File: src/rtl/fir_tap_sequencer.sv
// fir_tap_sequencer: control sequencer for a time-multiplexed symmetric 63-tap FIR.
// Writes one sample per pass into a 63-entry circular delay line, then walks 32 MAC cycles.
module fir_tap_sequencer #(
    parameter int PIPE = 2
) (
    input  logic       CLK,
    input  logic       CLR,
    input  logic       i_sample_valid,
    output logic       o_sample_ready,
    output logic       o_wr_en,
    output logic [5:0] o_wr_addr,
    output logic [4:0] o_coef_addr,
    output logic [5:0] o_rd_addr_a,
    output logic [5:0] o_rd_addr_b,
    output logic       o_pair_en,
    output logic       o_mac_en,
    output logic       o_acc_clr,
    output logic       o_out_valid,
    input  logic       i_out_ready
);
    typedef enum logic [1:0] {IDLE, RUN, DRAIN, DONE} state_t;

    state_t     r_state, w_state_nxt;
    logic [5:0] r_wr_ptr, r_rd_a, r_rd_b, w_wr_ptr_nxt, w_rd_a_nxt, w_rd_b_nxt, w_wr_inc;
    logic [4:0] r_k, w_k_nxt;
    logic [2:0] r_drain, w_drain_nxt;
    logic       w_accept;

    assign w_accept = (r_state == IDLE) && i_sample_valid;
    assign w_wr_inc = (r_wr_ptr == 6'd62) ? 6'd0 : r_wr_ptr + 6'd1;

    // Read addresses step incrementally mod 63: side a walks back from newest, side b forward from newest+1.
    always_comb begin
        w_state_nxt  = r_state;
        w_wr_ptr_nxt = r_wr_ptr;
        w_rd_a_nxt   = r_rd_a;
        w_rd_b_nxt   = r_rd_b;
        w_k_nxt      = r_k;
        w_drain_nxt  = r_drain;
        case (r_state)
            IDLE: if (w_accept) begin
                w_state_nxt  = RUN;
                w_wr_ptr_nxt = w_wr_inc;
                w_rd_a_nxt   = r_wr_ptr;
                w_rd_b_nxt   = w_wr_inc;
                w_k_nxt      = 5'd0;
            end
            RUN: if (r_k == 5'd31) begin
                w_state_nxt = DRAIN;
                w_drain_nxt = 3'(PIPE);
            end else begin
                w_k_nxt    = r_k + 5'd1;
                w_rd_a_nxt = (r_rd_a == 6'd0) ? 6'd62 : r_rd_a - 6'd1;
                w_rd_b_nxt = (r_rd_b == 6'd62) ? 6'd0 : r_rd_b + 6'd1;
            end
            DRAIN: if (r_drain == 3'd1) w_state_nxt = DONE;
                   else w_drain_nxt = r_drain - 3'd1;
            DONE: if (i_out_ready) w_state_nxt = IDLE;
        endcase
    end

    always_ff @(posedge CLK or posedge CLR) begin
        if (CLR) begin
            r_state  <= IDLE;
            r_wr_ptr <= 6'd0;
            r_rd_a   <= 6'd0;
            r_rd_b   <= 6'd0;
            r_k      <= 5'd0;
            r_drain  <= 3'd0;
        end else begin
            r_state  <= w_state_nxt;
            r_wr_ptr <= w_wr_ptr_nxt;
            r_rd_a   <= w_rd_a_nxt;
            r_rd_b   <= w_rd_b_nxt;
            r_k      <= w_k_nxt;
            r_drain  <= w_drain_nxt;
        end
    end

    assign o_sample_ready = (r_state == IDLE);
    assign o_wr_en        = w_accept;
    assign o_wr_addr      = r_wr_ptr;
    assign o_coef_addr    = r_k;
    assign o_rd_addr_a    = r_rd_a;
    assign o_rd_addr_b    = r_rd_b;
    assign o_mac_en       = (r_state == RUN);
    assign o_pair_en      = (r_state == RUN) && (r_k != 5'd31);
    assign o_acc_clr      = (r_state == RUN) && (r_k == 5'd0);
    assign o_out_valid    = (r_state == DONE);
endmodule

File: config.mk
export PLATFORM = sky130hd
export DESIGN_NAME = fir_tap_sequencer
export DESIGN_NICKNAME = d
export VERILOG_FILES = /design/src/rtl/fir_tap_sequencer.sv
export SDC_FILE = /design/constraint.sdc
export NUM_CORES = 1
export LEC_CHECK = 0
export ABC_AREA = 1
export BUFFER_PORTS_ARGS = -buffer_cell sky130_fd_sc_hd__buf_2
export CAP_MARGIN = 20
export CORE_MARGIN = 2
export CORE_UTILIZATION = 30
export CTS_CLUSTER_DIAMETER = 80
export DETAILED_ROUTE_END_ITERATION = 16
export HOLD_SLACK_MARGIN = 0.08
export PLACE_DENSITY = 0.51
export SETUP_SLACK_MARGIN = 0.1
export SYNTH_ARGS = -nofsm -noshare
export SYNTH_HDL_FRONTEND = slang
export SYNTH_SLANG_ARGS = --single-unit
File: constraint.sdc
create_clock -name CLK -period 3.6 [get_ports CLK]
set_input_delay 0.54 -clock CLK [delete_from_list [all_inputs] [get_ports CLK]]
set_output_delay 0.54 -clock CLK [all_outputs]
set_load 0.02 [all_outputs]
# Word-level counts from Yosys, hierarchy flattened

Index checks and enable logic that the tools add are counted.

Bits in registers: 28
Word-level logic and storage cells: 57
Output and inout port bits: 29
Input bits: 4

Muxes and demuxes: 20
Equal/unequal tests: 14
Add/subtract/negate cells: 5
Reductions and logical operators: 12

Operators by type and width:

| operator                                                                 | count |
|---|---|
| 6-bit 2-to-1 mux                                                         | 7 |
| 6-bit case mux with 2 select lines                                       | 2 |
| 6-bit by 1-bit adder with 6-bit output (second input constant)           | 2 |
| 6-bit equality test (second input constant)                              | 2 |
| 5-bit 2-to-1 mux                                                         | 2 |
| 5-bit case mux with 2 select lines                                       | 1 |
| 2-bit 2-to-1 mux                                                         | 4 |
| 2-bit case mux with 4 select lines                                       | 1 |
| 6-bit zero test                                                          | 1 |
| 3-bit 2-to-1 mux                                                         | 2 |
| 2-bit by 1-bit inequality test with 1-bit output (second input constant) | 3 |
| 2-bit inequality test (second input constant)                            | 3 |
| 3-bit case mux with 2 select lines                                       | 1 |
| 3-bit AND reduction                                                      | 2 |
| 6-bit by 1-bit subtractor with 6-bit output (second input constant)      | 1 |
| 5-bit by 1-bit adder with 5-bit output (second input constant)           | 1 |
| 5-bit equality test (second input constant)                              | 1 |
| 5-bit zero test                                                          | 1 |
| 5-bit inequality test (second input constant)                            | 1 |
| 2-bit equality test (second input constant)                              | 2 |
| 4-bit AND reduction                                                      | 1 |
| 2-bit nonzero test                                                       | 2 |
| 3-bit by 1-bit equality test with 1-bit output (second input constant)   | 1 |
| 1-bit logical AND                                                        | 3 |
| other kinds (4)                                                          | 4 |

# Depth between registers and ports, before layout

Gate-level depths: netlist of run 1.

Depth after elaboration: 4
Gate-level depth with buffers: 13

# Worst setup path after synthesis of run 1

OpenSTA, ideal clock, no wires.

Path type: flip-flop to output port
Start point: register r_state[1]
End point: output o_acc_clr
Stages on the path, launching flop included: 6
Buffers on the path: 1
Arrival: 1.573 ns
Setup slack: 1.487 ns
Data required time: 3.060 ns
Path through: dfrtp_1 > inv_1 > ha_1 > buf_2 > nand3_1 > nor3_1

Longest elaborated chain between the ends: 2

RTL lines:

| element                                        | RTL line | RTL |
|---|---|---|
| from (decl)                                    | 23       | `state_t r_state, w_state_nxt;` |
| from (signal assigned)                         | 71       | `r_state <= w_state_nxt;` |
| 2-bit by 1-bit equality test with 1-bit output | -        |  |
| net o_mac_en                                   | 16       | `output logic o_mac_en,` |
| 1-bit logical AND                              | 88       | `assign o_acc_clr = (r_state == RUN) && (r_k == 5'd0);` |
| to (decl)                                      | 17       | `output logic o_acc_clr,` |

The timed path passes the listed nets, and every way through them passes these cells.

# Final worst setup path of run 1

Start point: register r_state[1]
End point: output o_pair_en

Longest elaborated chain between the ends: 2

RTL lines:

| element                                        | RTL line | RTL |
|---|---|---|
| 2-bit by 1-bit equality test with 1-bit output | 87       | `assign o_pair_en = (r_state == RUN) && (r_k != 5'd31);` |
| 1-bit logical AND                              | 87       |  |
| to (decl)                                      | 15       | `output logic o_pair_en,` |

Every way passes these cells.

==> results of run 1 <==
==> per-stage QoR <==
| step | cell area, sq um | setup WS, ns |
|---|---|---|
| after floorplan | 1830 | 1.49 |
| after global placement | 2060 | 1.56 |
| final | 2110 | 1.21 |
| after CTS | 2110 | 1.19 |
| after global routing | 2110 | 1.04 |
| after detailed placement | 2060 | 1.49 |
==> registers in the layout, indices dropped and copies added (netlist names) <==
signal / count
r_drain: 3
o_wr_addr: 6
o_rd_addr_a: 6
o_coef_addr: 5
o_rd_addr_b: 6
r_state: 2
==> worst min path at each step <==
stage | endpoint | depth (start not counted)
after floorplan | r_drain[1] | 2
after global placement | o_rd_addr_a[5] | 2
after detailed placement | o_rd_addr_a[5] | 2
after CTS | o_rd_addr_b[3] | 3
after global routing | o_rd_addr_b[3] | 3
final | r_state[1] | 3
==> routing by layer <==
layer / wire (um) / vias up / global-route usage, %
li1: - / 845 / -
met1: 2210 / 734 / 20.2
met2: 1900 / 32 / 21.1
met3: 158 / 4 / 1.98
met4: 50 / 0 / 4.33
met5: 0 / - / 0
==> cell families (layout without fill, tap and decap cells) <==
| family | count (synthesis) | count (layout) |
|---|---|---|
| DFF | 28 | 28 |
| adders and majority gates | 15 | 15 |
| AOI/OAI and AO/OA | 38 | 38 |
| xor gates and xnor gates | 4 | 4 |
| and+or+nand+nor | 119 | 119 |
| buffers and inverters | 37 | 70 |
==> placed cells by master (no fill, tap or decap), types with 3 or more instances in the layout <==
cell type,n
nand4_1,3
nand3_1,26
o21ai_2,4
clkbuf_8,4
buf_2,32
o21ai_0,22
nor2_1,17
ha_1,15
nand2_1,65
dfrtp_1,28
xor2_1,4
inv_1,30
a21oi_1,4
==> synth_stat cells <==
| cell type | n |
|---|---|
| a21oi_1 | 4 |
| a21oi_2 | 2 |
| a21oi_4 | 1 |
| a22oi_2 | 1 |
| and3_1 | 1 |
| buf_2 | 2 |
| buf_6 | 2 |
| clkinv_1 | 1 |
| dfrtp_1 | 28 |
| ha_1 | 15 |
| inv_1 | 30 |
| inv_2 | 1 |
| inv_4 | 1 |
| nand2_1 | 65 |
| nand2_4 | 1 |
| nand3_1 | 26 |
| nand3b_1 | 1 |
| nand4_1 | 3 |
| nor2_1 | 17 |
| nor2_2 | 1 |
| nor3_1 | 2 |
| o211ai_1 | 2 |
| o21ai_0 | 22 |
| o21ai_1 | 2 |
| o21ai_2 | 4 |
| or2_1 | 1 |
| or2_2 | 1 |
| xor2_1 | 4 |
==> power groups by stage <==
| stage | sequential [mW] | combinational [mW] | clock [mW] |
|---|---|---|---|
| global route | 0.655 | 1.39 | 0.223 |
| detailed placement | 0.635 | 1.23 | 0 |
| global placement | 0.635 | 1.23 | 0 |
| floorplan | 0.733 | 0.816 | 0 |
| CTS | 0.628 | 1.24 | 0.210 |
| finish | 0.626 | 1.22 | 0.205 |
==> worst register-to-register path, delay by kind of cell, from the launching register on <==
kind,cells,cell delay [ns]
AOI/OAI and AO/OA,1,0.07
DFF,1,0.41
and+or+nand+nor,6,0.56
adders and majority gates,1,0.49
buffers and inverters,3,0.46
==> cell type report <==
cell class                      instances  area, sq um
Fill cell                             628         3810
Multi-Input combinational cell        176          970
Sequential cell                        28          701
Timing Repair Buffer                   33          168
Inverter                               33          126
Tap cell                               75         93.8
Clock buffer                            4         55.1
==> impl_metrics.sql, run 1 <==
INSERT INTO impl_metrics (metric_group, metric, value, unit) VALUES
('status', 'run_status', 'finished clean', ''),
('yosys', 'yosysTopAreaCellShare', '38.3', '%'),
('route', 'wl_per_cell', '12.4', 'um'),
('yosys', 'yosys.area.top_type', 'dfrtp_1', ''),
('final_layout', 'final_core_util', '35.7', '%'),
('sta', 'finish_stage_setup_viols', '0', ''),
('clocking', 'cts.reportedPaths.clkPinSlew', '0.10', 'ns'),
('final_layout', 'share_of_final_layout_standard_cells_stronger_than_drive_strength_1', '18.2', '%'),
('sta', 'slew_violations', '0', ''),
('yosys', 'synth_top_family_by_area', 'simple AND/OR/NAND/NOR gates', ''),
('critical_path', 'worst_case_register_to_register_setup_slack', '1.49', 'ns'),
('yosys', 'synthSimpleGateAreaFrac', '27.9', '%'),
('power', 'total_power', '2.05', 'mW'),
('yosys', 'synth_compound_gate_area_share', '12.9', '%'),
('route', 'initialDrtViolationCount', '104', ''),
('yosys', 'synth_fa_ha_area_share', '10.3', '%'),
('yosys', 'ys_top_cells_by_area', 'dfrtp_1 (38%), nand2_1 (13%), ha_1 (10%)', ''),
('final_layout', 'layoutNonFillerInstCount', '349', ''),
('critical_path', 'launch_point_of_the_worst_reg_to_reg_path', 'r_state[1]', ''),
('run', 'cap_viol_max_count', '0', ''),
('sta', 'setup_repair_after_global_routing_missed_its_margin', 'false', ''),
('yosys', 'yosysUniqueCellTypes', '28', ''),
('critical_path', 'critical_path_class', 'flip-flop to output pin', ''),
('floorplan', 'floorplan.die.width', '82.1', 'um'),
('yosys', 'syn_std_cell_area', '1830', 'sq um'),
('route', 'drc_errors', '0', ''),
('route', 'via_to_cell_ratio', '4.63', ''),
('final_layout', 'design.final.nets', '294', ''),
('route', 'detail_route.wirelength', '4320', 'um'),
('clocking', 'postCtsSetupRepairBufs', '0', ''),
('critical_path', 'crit_path_end_kind', 'output pin', ''),
('sta', 'fin_worst_skew', '0.00414', 'ns'),
('yosys', 'synthXorXnorAreaFrac', '1.92', '%'),
('global_routing', 'number_of_global_route_vias_before_repair', '1447', ''),
('global_routing', 'grt_first_pass_wirelength', '7180', 'um'),
('yosys', 'synthesis.nets', '260', ''),
('critical_path', 'worst-endpoint-required', '3.06', 'ns'),
('yosys', 'ys_warn_count', '0', ''),
('global_routing', 'grt.total_usage', '13.9', '%'),
('sta', 'timing.slew.headroom', '65.6', '%'),
('critical_path', 'worst-path-stages', '5', ''),
('global_routing', 'largest_net_degree_at_the_start_of_global_routing', '29', ''),
('critical_path', 'timing.reg2reg.worst_path_depth', '11', ''),
('clocking', 'post_cts_resize_count', '0', ''),
('yosys', 'ys_seq_elements', '28', ''),
('hold_path', 'timing.hold.worst.class', 'input pin to async pin', ''),
('critical_path', 'critical_register_to_register_path_endpoint', 'o_rd_addr_a[5]', ''),
('floorplan', 'floorplan.rows', '28', ''),
('sta', 'final.period_utilization', '66.5', '%'),
('floorplan', 'initial_core_util', '30.9', '%'),
('sta', 'worstMarginPinSlew', '0.516', 'ns'),
('critical_path', 'cpMaxStageDelayCell', 'ha_1', ''),
('power', 'power_per_cell_area', '970', 'nW/um^2'),
('floorplan', 'floorplan.core_area', '5920', 'sq um'),
('critical_path', 'cpPeakStageDelay', '0.49', 'ns'),
('critical_path', 'worst_ep_arrival_time', '1.85', 'ns'),
('critical_path', 'cp_max_fo', '14', ''),
('clocking', 'cts_hold_buf', '0', ''),
('critical_path', 'timing.critical_path.max_delay_family', 'buffers and inverters', ''),
('critical_path', 'worst-path-buf-inv', '3', ''),
('critical_path', 'timing.critical_path.to', 'o_pair_en', ''),
('route', 'ant_nets', '0', ''),
('power', 'sequentialPowerShare', '30.6', '%'),
('final_layout', 'antennaDiodeCount', '0', ''),
('sta', 'fmaxAchievable', '418', 'MHz'),
('floorplan', 'ios', '33', ''),
('sta', 'fin_crit', '2.39', 'ns'),
('floorplan', 'die_height', '82.1', 'um'),
('power', 'static-leakage-power', '1.11', 'nW'),
('yosys', 'synthMuxAreaShare', '0', '%'),
('sta', 'setup_tns', '0', 'ns');
Note: power is estimated with default switching activity, not from simulation.
==> run 2, diff against run 1 <==
--- a/config.mk
+++ b/config.mk
@@ -5,7 +5,7 @@
 export SDC_FILE = /design/constraint.sdc
 export NUM_CORES = 1
 export LEC_CHECK = 0
-export ABC_AREA = 1
+export ABC_AREA = 0
 export BUFFER_PORTS_ARGS = -buffer_cell sky130_fd_sc_hd__buf_2
 export CAP_MARGIN = 20
 export CORE_MARGIN = 2
@@ -13,7 +13,7 @@
 export CTS_CLUSTER_DIAMETER = 80
 export DETAILED_ROUTE_END_ITERATION = 16
 export HOLD_SLACK_MARGIN = 0.08
-export PLACE_DENSITY = 0.51
+export PLACE_DENSITY = 0.53
 export SETUP_SLACK_MARGIN = 0.1
 export SYNTH_ARGS = -nofsm -noshare
 export SYNTH_HDL_FRONTEND = slang
==> constraint.sdc (replaced) <==
create_clock -name CLK -period 1.9 [get_ports CLK]
set_input_delay 0.285 -clock CLK [delete_from_list [all_inputs] [get_ports CLK]]
set_output_delay 0.285 -clock CLK [all_outputs]
set_load 0.02 [all_outputs]
==> run 2 against run 1 <==
Effect of this change: the run now ends with negative setup slack left; synthesized cell count decreased by 11%; via count is 13% higher; area after synthesis increased by 4.8%; setup slack worse by 1.2 ns; clock power grew 69%; power is 140% higher; first-iteration DRC count up 8.7%; combinational power rose to 2.7 times the previous value.
==> impl_metrics.sql, run 2 <==
INSERT INTO impl_metrics (metric_group, metric, value, unit) VALUES
('power', 'switchingPower', '2.24', 'mW'),
('yosys', 'ys_top_cells_by_area', 'dfrtp_1 (37%), ha_1 (9.8%), o21ai_0 (5.5%)', ''),
('place', 'worst_slack_at_placement', '-0.00659', 'ns'),
('route', 'detail_route.wirelength', '5070', 'um'),
('floorplan', 'floorplan.die.width', '83.9', 'um'),
('clocking', 'clock-root-buffer', 'clkbuf_8', ''),
('critical_path', 'timing.critical_path.max_delay_family', 'simple AND/OR/NAND/NOR gates', ''),
('status', 'violations_in_the_final_reports', 'negative setup slack', ''),
('critical_path', 'cell_chain_of_the_critical_path', 'ha_4, and3_4, ha_4, and2_4, or2_4, buf_12, o31a_1, o211ai_2', ''),
('sta', 'timing.slew.headroom', '64.1', '%'),
('sta', 'setup_tns', '-0.0141', 'ns'),
('critical_path', 'crit_path_end_kind', 'flip-flop', ''),
('yosys', 'ys.flop_type', 'dfrtp_1', ''),
('critical_path', 'worst-endpoint-required', '2.10', 'ns'),
('global_routing', 'largest_net_degree_at_the_start_of_global_routing', '29', ''),
('yosys', 'synthesis.nets', '234', ''),
('yosys', 'mean_post_synth_cell_area', '8.92', 'sq um'),
('floorplan', 'floorplan.core_area', '6280', 'sq um'),
('route', 'via_count', '1824', ''),
('yosys', 'yosysUniqueCellTypes', '46', ''),
('critical_path', 'critical_path.most_common_cell', 'ha_4', ''),
('power', 'power_per_cell_area', '1790', 'nW/um^2'),
('global_routing', 'number_of_global_route_vias_before_repair', '1774', ''),
('yosys', 'yosys.area.top_type', 'dfrtp_1', ''),
('yosys', 'ys_seq_elements', '28', ''),
('yosys', 'top_count_cell_post_synth', 'dfrtp_1', ''),
('yosys', 'synthArstFlopShare', '100', '%'),
('final_layout', 'antennaDiodeCount', '0', ''),
('final_layout', 'stdcell_area', '2700', 'sq um'),
('global_routing', 'grt_first_pass_wirelength', '8630', 'um'),
('floorplan', 'floorplan.rows', '29', ''),
('route', 'via_to_cell_ratio', '5.08', ''),
('power', 'sequentialPowerShare', '23.9', '%'),
('critical_path', 'cpMaxStageDelayCell', 'dfrtp_2', ''),
('floorplan', 'ios', '33', ''),
('floorplan', 'area_of_the_die', '7050', 'sq um'),
('floorplan', 'die_height', '83.9', 'um'),
('yosys', 'seq_area_frac_synth', '36.6', '%'),
('sta', 'slew_violations', '0', ''),
('final_layout', 'layout_commonest_cell', 'buf_4', ''),
('critical_path', 'cp_max_fo', '7', ''),
('yosys', 'number_of_flops_mapped_to_enable_cells_by_yosys', '0', ''),
('critical_path', 'critical_path_class', 'flip-flop to flip-flop', ''),
('place', 'port_buffers', '32', ''),
('sta', 'final_hold_viol_count', '0', ''),
('power', 'max-vdd-ir-drop', '0.708', 'mV'),
('power', 'total_power', '4.85', 'mW'),
('sta', 'worstMarginPinSlew', '0.533', 'ns'),
('sta', 'fin_worst_skew', '0.00878', 'ns'),
('clocking', 'h-tree-depth', '1', ''),
('clocking', 'clockBufferDepth', '2', ''),
('clocking', 'tritoncts.num_buffers', '3', ''),
('place', 'gpl.final_weighted_congestion', '0.809', ''),
('power', 'cellInternalPower', '2.61', 'mW'),
('yosys', 'yosysTopAreaCellShare', '36.6', '%'),
('clocking', 'cts_sinks', '28', ''),
('final_layout', 'share_of_final_layout_standard_cells_stronger_than_drive_strength_1', '39.4', '%'),
('critical_path', 'startpoint_type', 'flip-flop', ''),
('sta', 'fin_crit', '1.91', 'ns'),
('yosys', 'post_synth_most_frequent_cells', 'dfrtp_1 (28), o21ai_0 (21), inv_1 (18)', ''),
('final_layout', 'layout-area-overhead-vs-synth', '41.0', '%'),
('route', 'dr.pass1.iters', '4', ''),
('sta', 'setup_repair_after_global_routing_missed_its_margin', 'true', ''),
('route', 'ant_nets', '0', ''),
('global_routing', 'antenna_found_initial', '0', ''),
('power', 'clock_power_share', '7.2', '%'),
('sta', 'fin_ws', '-0.0133', 'ns'),
('final_layout', 'design.final.nets', '302', ''),
('final_layout', 'most-common-layout-cells', 'buf_4 (34), buf_2 (29), dfrtp_1 (26)', ''),
('final_layout', 'n_fill_cell', '614', ''),
('floorplan', 'initial_core_util', '30.5', '%'),
('power', 'static-leakage-power', '1.26', 'nW'),
('power', 'combinationalPowerShare', '69.0', '%'),
('yosys', 'synthCells', '215', ''),
('clocking', 'clk_latency', '0.28', 'ns'),
('place', 'dp_hpwl', '3570', 'um'),
('critical_path', 'cpPeakStageDelay', '0.44', 'ns'),
('clocking', 'cts.reportedPaths.clkPinSlew', '0.10', 'ns'),
('route', 'wl_per_cell', '14.1', 'um'),
('global_routing', 'grt.total_usage', '15.0', '%'),
('route', 'drc_errors', '0', ''),
('run', 'cap_viol_max_count', '0', ''),
('critical_path', 'worst-path-buf-inv', '1', ''),
('sta', 'finish_stage_setup_viols', '2', ''),
('clocking', 'clock_tree_from_tritoncts', 'built', ''),
('power', 'netSwitchingFraction', '46.2', '%'),
('yosys', 'syn_std_cell_area', '1920', 'sq um'),
('hold_path', 'timing.hold.worst.class', 'input pin to flip-flop', ''),
('critical_path', 'worst_ep_arrival_time', '2.12', 'ns'),
('global_routing', 'grt_remaining_overflow', '0', ''),
('yosys', 'ys_warn_count', '0', ''),
('sta', 'fmaxAchievable', '523', 'MHz'),
('status', 'run_status', 'finished, violations left', ''),
('route', 'initialDrtViolationCount', '113', ''),
('place', 'postPlaceCellArea', '2370', 'sq um'),
('sta', 'final.period_utilization', '101', '%');
==> run 2: layout make-up <==
class	instances	area, sq um	share of cell area, %
Clock buffer	4	45.0	1.67
Inverter	18	70.1	2.59
Multi-Input combinational cell	159	1250	46.3
Sequential cell	28	703	26.0
Tap cell	77	96.3	3.56
Timing Repair Buffer	73	537	19.9
==> run 2: repair_timing <==
action                                  4_1_cts  5_1_grt
cloned                                        1        0
buffers inserted                              6        7
endpoints found under the hold margin        28        0
gates resized for setup                      17       26
pin swaps                                     3        2
hold buffers                                  1        0
endpoints found under the setup margin       11       22
==> run 2: worst paths after layout <==
check | slack, ns | cells past startpoint | startpoint | endpoint
min in group asynchronous | 0.60 | 4 | CLR | r_state[0]
hold / removal | 0.36 | 3 | i_out_ready | r_state[1]
setup / recovery | -0.01 | 8 | o_coef_addr[1] | o_rd_addr_b[5]
max in group asynchronous | 1.00 | 4 | CLR | o_coef_addr[0]
setup reg to reg | -0.01 | 8 | o_coef_addr[1] | o_rd_addr_b[5]
hold reg to reg | 0.58 | 2 | o_rd_addr_b[5] | o_rd_addr_b[5]
==> run 2: kinds of logic (layout without fill, tap and decap cells) <==
family                     Yosys count  after routing  synth area share, %
and+or+nand+nor                     70             70                 19.6
xor gates and xnor gates             5              5                 2.28
adders and majority gates           15             15                 9.79
DFF                                 28             28                 36.6
AOI/OAI and AO/OA                   63             63                 21.7
buffers and inverters               28             95                 6.85
muxes                                6              6                 3.20
==> run 2: through the flow <==
stage	cells	hold WS, ns	utilization, %
global placement	340	0.384	37.8
CTS	352	0.335	41.1
floorplan	215	0.350	-
finish	359	0.356	43.1
global route	359	0.358	43.1
detailed placement	340	0.381	37.8
==> run 2: metal layers <==
layer	global-route usage (%)	up-vias	share of wire, %
li1	-	910	-
met1	21.9	883	50
met2	23.6	27	47
met3	1.58	4	2.0
met4	4.11	0	1.0
met5	0	-	0
==> run 2: worst reg2reg max path, stage by stage (launching register included) <==
cell and delay, ns:
dfrtp_2 0.44, ha_4 0.16, and3_4 0.18, ha_4 0.17, and2_4 0.16, or2_4 0.26, buf_12 0.15, o31a_1 0.25
o211ai_2 0.06
==> run 2: power by group through the flow <==
stage / Combinational [mW] / Clock (mW) / Sequential [mW]
finish: 3.34 / 0.347 / 1.16
global route: 3.68 / 0.384 / 1.21
CTS: 3.08 / 0.368 / 1.16
detailed placement: 2.74 / 0 / 1.16
global placement: 2.72 / 0 / 1.16
floorplan: 1.61 / 0 / 1.37
==> run 3, diff against run 2 <==
--- a/config.mk
+++ b/config.mk
@@ -13,7 +13,8 @@
 export CTS_CLUSTER_DIAMETER = 80
 export DETAILED_ROUTE_END_ITERATION = 16
 export HOLD_SLACK_MARGIN = 0.08
-export PLACE_DENSITY = 0.53
+export PLACE_DENSITY = 0.52
+export REMOVE_ABC_BUFFERS = 1
 export SETUP_SLACK_MARGIN = 0.1
 export SYNTH_ARGS = -nofsm -noshare
 export SYNTH_HDL_FRONTEND = slang
==> run 3 against run 2 <==
Effect of this change: the run still ends with negative setup slack left; wire length is 3.2% lower; via count fell by 1.4%; maximum frequency increased by 0.32%; power shrank 5.3%; core utilization shrank 1.8 points; die area unchanged; worst hold slack improved by 0.0012 ns; non-clock buffer count shrank 5; sequential share of layout area rose by 1.1 points; combinational power shrank 9.0%; critical path type is now flip-flop to output pin; largest cell class unchanged; highest routed layer unchanged.
==> impl_metrics.sql, run 3 (same netlist as run 2, synthesis figures left out) <==
INSERT INTO impl_metrics (metric_group, metric, value, unit) VALUES
('global_routing', 'grt_remaining_overflow', '0', ''),
('floorplan', 'floorplan.rows', '29', ''),
('floorplan', 'ios', '33', ''),
('place', 'dp_hpwl', '3470', 'um'),
('route', 'routed-wl-met3', '119', 'um'),
('power', 'total_power', '4.59', 'mW'),
('route', 'via_count', '1799', ''),
('global_routing', 'grt_first_pass_wirelength', '8360', 'um'),
('clocking', 'h-tree-depth', '1', ''),
('clocking', 'clock-root-buffer', 'clkbuf_8', ''),
('sta', 'fin_worst_skew', '0.00330', 'ns'),
('final_layout', 'most-common-layout-cells', 'buf_4 (30), buf_2 (29), dfrtp_1 (27)', ''),
('sta', 'timing.slew.headroom', '69.2', '%'),
('status', 'violations_in_the_final_reports', 'negative setup slack', ''),
('route', 'drc_errors', '0', ''),
('place', 'gpl.final_weighted_congestion', '0.841', ''),
('route', 'routed_met2_length', '2390', 'um'),
('final_layout', 'layout-area-overhead-vs-synth', '35.2', '%'),
('clocking', 'cts.reportedPaths.clkPinSlew', '0.10', 'ns'),
('global_routing', 'largest_net_degree_at_the_start_of_global_routing', '29', ''),
('route', 'detail_route.wirelength', '4910', 'um'),
('critical_path', 'startpoint_type', 'flip-flop', ''),
('sta', 'final_hold_viol_count', '0', ''),
('clocking', 'tritoncts.num_buffers', '3', ''),
('clocking', 'clk_latency', '0.28', 'ns'),
('global_routing', 'number_of_global_route_vias_before_repair', '1734', ''),
('floorplan', 'area_of_the_die', '7050', 'sq um'),
('final_layout', 'final_core_util', '41.3', '%'),
('clocking', 'clockBufferDepth', '2', ''),
('route', 'wl_per_cell', '13.9', 'um'),
('sta', 'finish_stage_setup_viols', '1', ''),
('floorplan', 'initial_core_util', '30.5', '%'),
('critical_path', 'worst_case_register_to_register_setup_slack', '0.09', 'ns'),
('final_layout', 'antennaDiodeCount', '0', ''),
('place', 'dpl.cell_count', '340', ''),
('final_layout', 'layoutNonFillerInstCount', '354', ''),
('route', 'via_to_cell_ratio', '5.08', ''),
('global_routing', 'antenna_found_initial', '0', ''),
('power', 'power_per_cell_area', '1770', 'nW/um^2'),
('sta', 'slew_violations', '0', ''),
('final_layout', 'share_of_final_layout_standard_cells_stronger_than_drive_strength_1', '36.1', '%'),
('sta', 'setup_repair_after_global_routing_missed_its_margin', 'true', ''),
('sta', 'worstMarginPinSlew', '0.457', 'ns'),
('route', 'ant_nets', '0', ''),
('floorplan', 'floorplan.die.width', '83.9', 'um'),
('critical_path', 'crit_path_end_kind', 'output pin', ''),
('clocking', 'clock_tree_from_tritoncts', 'built', ''),
('route', 'initialDrtViolationCount', '76', ''),
('critical_path', 'cp_max_fo', '2', ''),
('floorplan', 'die_height', '83.9', 'um'),
('critical_path', 'worst_ep_arrival_time', '1.62', 'ns'),
('sta', 'final.period_utilization', '100', '%'),
('power', 'max-vdd-ir-drop', '0.622', 'mV'),
('route', 'dr.pass1.iters', '4', ''),
('status', 'run_status', 'finished, violations left', ''),
('final_layout', 'layout_commonest_cell', 'buf_4', ''),
('sta', 'fmaxAchievable', '524', 'MHz'),
('final_layout', 'n_fill_cell', '657', ''),
('critical_path', 'worst-endpoint-required', '1.62', 'ns'),
('clocking', 'cts_sinks', '28', ''),
('run', 'cap_viol_max_count', '0', ''),
('global_routing', 'grt.total_usage', '14.4', '%'),
('critical_path', 'critical_path_class', 'flip-flop to output pin', ''),
('sta', 'setup_tns', '-0.00712', 'ns'),
('route', 'route.layer.met1.wl', '2370', 'um'),
('final_layout', 'design.final.nets', '297', ''),
('power', 'static-leakage-power', '1.22', 'nW'),
('place', 'port_buffers', '32', ''),
('route', 'top_signal_layer_used', 'met4', ''),
('floorplan', 'floorplan.core_area', '6280', 'sq um'),
('sta', 'fin_ws', '-0.00712', 'ns'),
('sta', 'fin_crit', '1.91', 'ns'),
('hold_path', 'timing.hold.worst.class', 'input pin to flip-flop', '');
## run 3: changes by cell type in the layout (fill, tap and decap cells not counted), sizes merged
cell,change
buf,-5
## run 3: power breakdown
| part | leakage (nW) | total [mW] | switching, mW | internal [mW] |
|---|---|---|---|---|
| registers | 0.353 | 1.15 | 0.295 | 0.853 |
| clock network | 0.0288 | 0.394 | 0.208 | 0.186 |
| logic | 0.833 | 3.04 | 1.63 | 1.42 |
## run 3: layout make-up
cell class / instances / area [sq um] / share of cell area (%)
Tap cell: 77 / 96.3 / 3.72
Timing Repair Buffer: 68 / 470 / 18.1
Multi-Input combinational cell: 159 / 1200 / 46.2
Inverter: 18 / 70.1 / 2.70
Clock buffer: 4 / 55.1 / 2.12
Sequential cell: 28 / 702 / 27.1
## run 3: worst max-delay path: stages (launching register included)
cell and delay [ns]:
dfrtp_1 0.39, ha_2 0.19, and3_4 0.15, ha_4 0.16, buf_6 0.12, nor2b_4 0.11
buf_6 0.11, buf_6 0.10
## run 3: worst paths after layout
kind,depth (start not counted),end,from
worst max-delay path,7,o_pair_en,o_coef_addr[1]
worst min-delay path,3,o_coef_addr[1],i_sample_valid
worst max register to register,8,o_rd_addr_b[3],o_coef_addr[1]
worst min register to register,1,o_wr_addr[0],o_wr_addr[0]
max in group asynchronous,4,o_wr_addr[0],CLR
min in group asynchronous,4,o_rd_addr_b[1],CLR
## run 3: repair_timing
item,in CTS,in global routing
hold buffers,1,0
setup buffers,8,1
resized for setup,23,22
endpoints found under the setup margin,19,23
cloned,0,0
hold endpoints to repair,28,0
pin swaps,7,7
## run 3: per-stage QoR
step                worst slack (ns)  hold slack [ns]  instance area (sq um)
floorplan                     -0.609            0.350                   1850
finish                      -0.00712            0.358                   2590
CTS                         -0.00231            0.341                   2510
global route                 -0.0758            0.374                   2590
detailed placement           -0.0999            0.384                   2300
global placement             -0.0585            0.386                   2300
## run 3: routing by layer
layer  vias to the layer above  track usage, %
met3                         2            1.68
met2                        27            24.3
met5                         -               0
met4                         0            3.52
met1                       873            19.6
li1                        897               -
